**src/rtl/uart_responder_tx.sv**
```systemverilog
// UART transmit path: valid/ready byte intake, small circular FIFO,
// and a registered-output serialiser (start, data LSB first, parity, stop).
module uart_responder_tx #(
    parameter int CLKS_PER_BIT = 434,
    parameter int DATA_BITS    = 8,
    parameter int PARITY       = 0,
    parameter int STOP_BITS    = 1,
    parameter int FIFO_DEPTH   = 4
) (
    input  logic                          clock,
    input  logic                          reset,
    input  logic [DATA_BITS-1:0]          tx_data,
    input  logic                          tx_valid,
    output logic                          tx_ready,
    output logic                          txd,
    output logic                          busy,
    output logic [$clog2(FIFO_DEPTH):0]   fifo_count
);
    localparam int AW = $clog2(FIFO_DEPTH);
    localparam int BW = $clog2(STOP_BITS * CLKS_PER_BIT);
    localparam int IW = $clog2(DATA_BITS);
    localparam logic [BW-1:0] BIT_LAST  = BW'(CLKS_PER_BIT - 1);
    localparam logic [BW-1:0] STOP_LAST = BW'(STOP_BITS * CLKS_PER_BIT - 1);
    localparam logic [IW-1:0] IDX_LAST  = IW'(DATA_BITS - 1);
    localparam logic [AW:0]   DEPTH     = (AW + 1)'(FIFO_DEPTH);

    typedef enum logic [2:0] {
        S_IDLE, S_START, S_DATA, S_PAR, S_STOP
    } state_t;

    logic [DATA_BITS-1:0] mem [FIFO_DEPTH];
    logic [AW-1:0]        wr_q, rd_q;
    logic [AW:0]          count_q, count_d;
    logic                 ready_q;
    state_t               state_q;
    logic [BW-1:0]        baud_q;
    logic [IW-1:0]        idx_q;
    logic [DATA_BITS-1:0] shift_q;
    logic                 par_q;
    logic                 txd_q;

    logic                 push, pop, baud_done;
    logic [DATA_BITS-1:0] head;

    assign head      = mem[rd_q];
    assign baud_done = (baud_q == '0);
    assign push      = tx_valid && ready_q;
    // A pop happens when idle, or exactly at the end of the stop period
    // so that back-to-back frames have no idle clock between them.
    assign pop = (count_q != '0) &&
                 ((state_q == S_IDLE) || (state_q == S_STOP && baud_done));

    always_comb begin
        count_d = count_q;
        unique case ({push, pop})
            2'b10:   count_d = count_q + 1'b1;
            2'b01:   count_d = count_q - 1'b1;
            default: count_d = count_q;
        endcase
    end

    always_ff @(posedge clock) begin
        if (push) begin
            mem[wr_q] <= tx_data;
        end
    end

    always_ff @(posedge clock) begin
        if (reset) begin
            wr_q    <= '0;
            rd_q    <= '0;
            count_q <= '0;
            ready_q <= 1'b0;
        end else begin
            if (push) begin
                wr_q <= wr_q + 1'b1;
            end
            if (pop) begin
                rd_q <= rd_q + 1'b1;
            end
            count_q <= count_d;
            ready_q <= (count_d < DEPTH);
        end
    end

    always_ff @(posedge clock) begin
        if (reset) begin
            state_q <= S_IDLE;
            txd_q   <= 1'b1;
            baud_q  <= '0;
            idx_q   <= '0;
            shift_q <= '0;
            par_q   <= 1'b0;
        end else if (pop) begin
            state_q <= S_START;
            txd_q   <= 1'b0;
            baud_q  <= BIT_LAST;
            idx_q   <= '0;
            shift_q <= head;
            par_q   <= (^head) ^ (PARITY == 2);
        end else if (state_q != S_IDLE) begin
            if (!baud_done) begin
                baud_q <= baud_q - 1'b1;
            end else begin
                unique case (state_q)
                    S_START: begin
                        state_q <= S_DATA;
                        txd_q   <= shift_q[0];
                        shift_q <= shift_q >> 1;
                        baud_q  <= BIT_LAST;
                    end
                    S_DATA: begin
                        if (idx_q != IDX_LAST) begin
                            idx_q   <= idx_q + 1'b1;
                            txd_q   <= shift_q[0];
                            shift_q <= shift_q >> 1;
                            baud_q  <= BIT_LAST;
                        end else if (PARITY != 0) begin
                            state_q <= S_PAR;
                            txd_q   <= par_q;
                            baud_q  <= BIT_LAST;
                        end else begin
                            state_q <= S_STOP;
                            txd_q   <= 1'b1;
                            baud_q  <= STOP_LAST;
                        end
                    end
                    S_PAR: begin
                        state_q <= S_STOP;
                        txd_q   <= 1'b1;
                        baud_q  <= STOP_LAST;
                    end
                    S_STOP: begin
                        state_q <= S_IDLE;
                        txd_q   <= 1'b1;
                    end
                    default: begin
                        state_q <= S_IDLE;
                        txd_q   <= 1'b1;
                    end
                endcase
            end
        end
    end

    assign tx_ready   = ready_q;
    assign txd        = txd_q;
    assign fifo_count = count_q;
    assign busy       = (state_q != S_IDLE) || (count_q != '0);

endmodule

```
**config.mk**
```make
export PLATFORM = sky130hd
export DESIGN_NAME = uart_responder_tx
export DESIGN_NICKNAME = d
export VERILOG_FILES = /design/src/rtl/uart_responder_tx.sv
export SDC_FILE = /design/constraint.sdc
export NUM_CORES = 1
export LEC_CHECK = 0
export ABC_AREA = 1
export CORE_MARGIN = 10
export CORE_UTILIZATION = 35
export CTS_BUF_LIST = sky130_fd_sc_hd__clkbuf_8 sky130_fd_sc_hd__clkbuf_16
export CTS_CLUSTER_SIZE = 40
export DETAILED_ROUTE_END_ITERATION = 8
export GPL_ROUTABILITY_DRIVEN = 0
export MAX_ROUTING_LAYER = met4
export PLACE_DENSITY = 0.55
export SYNTH_ARGS = -nofsm -noshare
export SYNTH_HDL_FRONTEND = slang
export SYNTH_SLANG_ARGS = --single-unit
```
**constraint.sdc**
```tcl
create_clock -name clock -period 2.1 [get_ports clock]
set_input_delay 0.42 -clock clock [delete_from_list [all_inputs] [get_ports clock]]
set_output_delay 0.42 -clock clock [all_outputs]
set_load 0.05 [all_outputs]
```
==> metrics.log <==
[metrics] Peak supply drop: ~0.57 mV
[metrics] capturing element type of the critical path: output port
[metrics] Setup Crit Path Kind: reg2out
[metrics] Leakage Power: 0.001539 uW
[metrics] total number of placement rows: 34
[metrics] buffer and inverter count on the worst path: 1
[metrics] detailed-route vias per instance: roughly 4.7
[metrics] power per standard cell area: around 1500 nW/um^2
[metrics] Die Y: 114.1 um
[metrics] Final Instance Area: between 3000 and 4000 um^2
[metrics] total core area: between 8000 and 9000 um^2
[metrics] detailed-route DRC error count: 0
[metrics] clock root buffer master: clkbuf_8
[metrics] register-to-register path setup slack: roughly 140 ps
[metrics] final setup fails: 0
[metrics] global-route wire length before repair: ~11000 um
[metrics] Hold Violations, Final: 0
[metrics] total wire length after detailed routing: around 6200 um
[metrics] unrepaired setup endpoints after global routing: true
[metrics] startpoint kind of the worst setup timing path: flop
[metrics] max-capacitance violation count: 0
[metrics] maximum buffer depth of the clock tree: 2
[metrics] number of unique standard cell types used by synthesis: 33
[metrics] slew at the pin closest to its max-slew limit: around 550 ps
[metrics] area post-placement: between 3000 and 4000 um^2
[metrics] max frequency: between 500 and 600 MHz
[metrics] signed area change from the synthesized netlist to the final layout: 20.05%
[metrics] antenna violations before repair: 0
[metrics] max-slew violations: 0
[metrics] clock sink count: 66
[metrics] maximum number of pins on one net before global-route repair: 22
[metrics] most frequently used flop master after synthesis: dfxtp_1
[metrics] flip-flop and latch count after synthesis: 66
[metrics] overall die width: around 110 um
[metrics] clock tree from TritonCTS: yes
[metrics] Cells after DPL: slightly below 500
[metrics] antenna cell count: 0
[metrics] total via count after detailed routing: around 2400
[metrics] Max transition margin: between 60% and 70%
[metrics] TritonRoute pass-1 iters: 4
[metrics] cell with the largest stage delay on the worst path: clkdlybuf4s50_1
[metrics] number of port buffers: 16
[metrics] Post-Layout Cell Count: ~500
[metrics] type of the tightest min-delay check: reg2reg
[metrics] worst path cell trace: clkdlybuf4s50_1
[metrics] cells after synthesis: 360
[metrics] Top-Level Pins: 17
[metrics] Seq/Total Area, Yosys: between 50% and 60%
[metrics] CTS HTree Levels: 3
[metrics] via count of the first global-routing pass: ~2300
[metrics] CTS buffer count: 9
[metrics] floorplan die area: around 13000 um^2
[metrics] Worst Clk Skew: between 10 and 15 ps
[metrics] number of gates on the worst path with buffers counted: 1
[metrics] Critical Path Max Stage Delay: between 800 and 900 ps
[metrics] Yosys warning total: 0
[metrics] remaining number of nets flagged by the antenna check after routing: 0
[metrics] proportion of layout cells with a drive suffix above 1: about 18%
[metrics] critical path data arrival time: 1550 ps
[metrics] routed wirelength normalized by instance count: around 12 um
[metrics] EDFF count, synth: 32
[metrics] worst-case reg-to-reg path depth: 15
[metrics] worst setup slack after placement: -15.30 ps
[metrics] synthesized area per cell: about 8.6 um^2
[metrics] share of the core filled with cells: 42.91%
[metrics] Top Family by Delay on Critical Path: buffers and inverters
[metrics] clock-pin slew on the worst setup and hold paths: roughly 70 ps
[metrics] Detail Placement HPWL: between 4000 and 5000 um
[metrics] run status: finished, final reports clean
[metrics] async set-or-reset flop fraction in the synthesized netlist: 0%
[metrics] area of the mapped netlist: 3102 um^2
[metrics] final setup margin: between 100 and 150 ps
[metrics] required arrival time at the worst endpoint: about 1700 ps
[metrics] overall track demand over capacity in global routing: 10.56%
[metrics] initial core utilization: around 36%
[metrics] Min-Delay Path Depth: 2
[metrics] post-layout net count: roughly 420
[metrics] hold_buf cts: 0
[metrics] FILL cells: roughly 900
[metrics] remaining global-route overflow: 0
[metrics] shortest clock period the worst path allows after layout: between 1500 and 2000 ps
[metrics] net count after synthesis: between 300 and 400
[metrics] number of DRC markers after the initial detailed-route iteration: 80
[metrics] clock latency reported for the late side of the worst-skew pair: about 340 ps
[metrics] maximum fanout encountered on the critical timing path: 5
[metrics] Tcrit/Tclk final: 94.01%
==> where the power goes <==
group / switching, uW / total (uW) / internal [uW]
Clock: 495 / 1040 / 548
Sequential: 188 / 1840 / 1650
Combinational: 1720 / 2770 / 1040
Total: 2410 / 5650 / 3240
==> final cells by class <==
cell class | count | area, um^2 | share of cell area (%)
clock buffer | 9 | 123.9 | 3.327
multi-input combinational | 240 | 1266 | 34.01
tap | 108 | 135.1 | 3.629
timing repair buffer | 36 | 307.8 | 8.266
sequential | 66 | 1648 | 44.25
clock inverter | 7 | 71.32 | 1.915
inverter | 45 | 171.4 | 4.603
==> synthesized netlist by cell type, types with 4 or more instances <==
master	count	area share (%)
a21oi_1	18	2.9
nand2_1	65	7.9
buf_2	4	0.65
ha_1	9	3.6
o211ai_1	9	2.2
inv_1	36	4.4
o21ai_0	24	3.9
nand3_1	20	3.2
edfxtp_1	32	31
nand2_2	6	1.2
inv_2	7	0.85
nand4_1	6	1.2
nor2_2	4	0.81
dfxtp_1	34	22
nor2_1	62	7.5
==> registers in the layout, indices dropped and copies added, names as in the netlist, named ones only <==
signal / count
baud_q: 9
mem: 32
idx_q: 3
txd: 1
shift_q: 8
wr_q: 2
tx_ready: 1
state_q: 3
rd_q: 2
fifo_count: 2
==> kinds of logic (layout without fill, tap and decap cells) <==
family / after synthesis / after routing / synth area share (%)
AO/OA/AOI/OAI: 55 / 55 / 9.762
XOR/XNOR: 2 / 2 / 0.5648
flip-flops: 66 / 66 / 52.92
buffers and inverters: 54 / 97 / 7.342
adder cells (fa/ha/maj): 10 / 10 / 4.276
AND/OR/NAND/NOR: 173 / 173 / 25.13
==> cell usage in the layout, fill, tap and decap left out <==
master and count:
nor2_8 1, clkinv_4 2, o211ai_1 9, xor2_1 2, o21a_1 1, bufinv_16 1, buf_4 21, a21oi_2 1
inv_4 1, o21ai_1 2, a21oi_1 17, ha_1 7, nand3_2 1, inv_2 8, nor2_2 4, nor3_1 1
clkbuf_8 9, nor3_2 1, nor2_1 62, dfxtp_2 5, fa_2 1, nand2_4 2, nand3_1 20, o21ai_0 23
ha_4 2, inv_1 35, dfxtp_1 29, nor2_4 2, nand2_2 7, and3_1 1, clkinvlp_4 1, o22ai_1 2
clkdlybuf4s50_1 15, clkinv_1 3, nand4_1 6, nand2_1 64, or2_2 1, inv_6 1, edfxtp_1 32
==> per-layer routing <==
layer  GRT usage [%]  vias up  share of wire (%)
li1                -     1255                  -
met1           13.10     1084                 50
met2           16.02       30                 46
met3           2.621        8                2.7
met4           4.511        0                1.6
met5               -        -                  0
==> stage by stage <==
stage | setup TNS (ps) | total power (uW) | hold WS, ps
after floorplan | 0 | 3866 | 448.6
after global placement | 0 | 4522 | 458.0
after detailed placement | -15.30 | 4555 | 466.6
after CTS | 0 | 5637 | 477.1
after global routing | -107.0 | 6191 | 514.9
final | 0 | 5649 | 473.5
==> what timing repair did <==
action                     CTS  global route
pin swaps                    2             5
resized for setup            3             8
hold endpoints to repair     0             0
setup endpoints to repair    2             3
buffers inserted             0             1
==> worst paths after layout <==
path,start,end
setup / recovery,fifo_count[0],fifo_count[0]
setup reg to reg,baud_q[1],flop
hold reg to reg,idx_q[1],idx_q[1]
hold / removal,idx_q[1],idx_q[1]
==> worst reg2reg max path, stage by stage, from the launching register on <==
cell and delay, ps:
dfxtp_2 340, inv_2 50, ha_4 150, nand2_2 60
nor2_2 50, nand2_2 90, nand2_4 60, nand2_4 70
inv_4 40, ha_4 150, fa_2 360, a21oi_2 120
o21ai_1 80, xor2_1 160, inv_1 60, nor2_1 70
No activity file was read; power rests on OpenSTA's default activity.
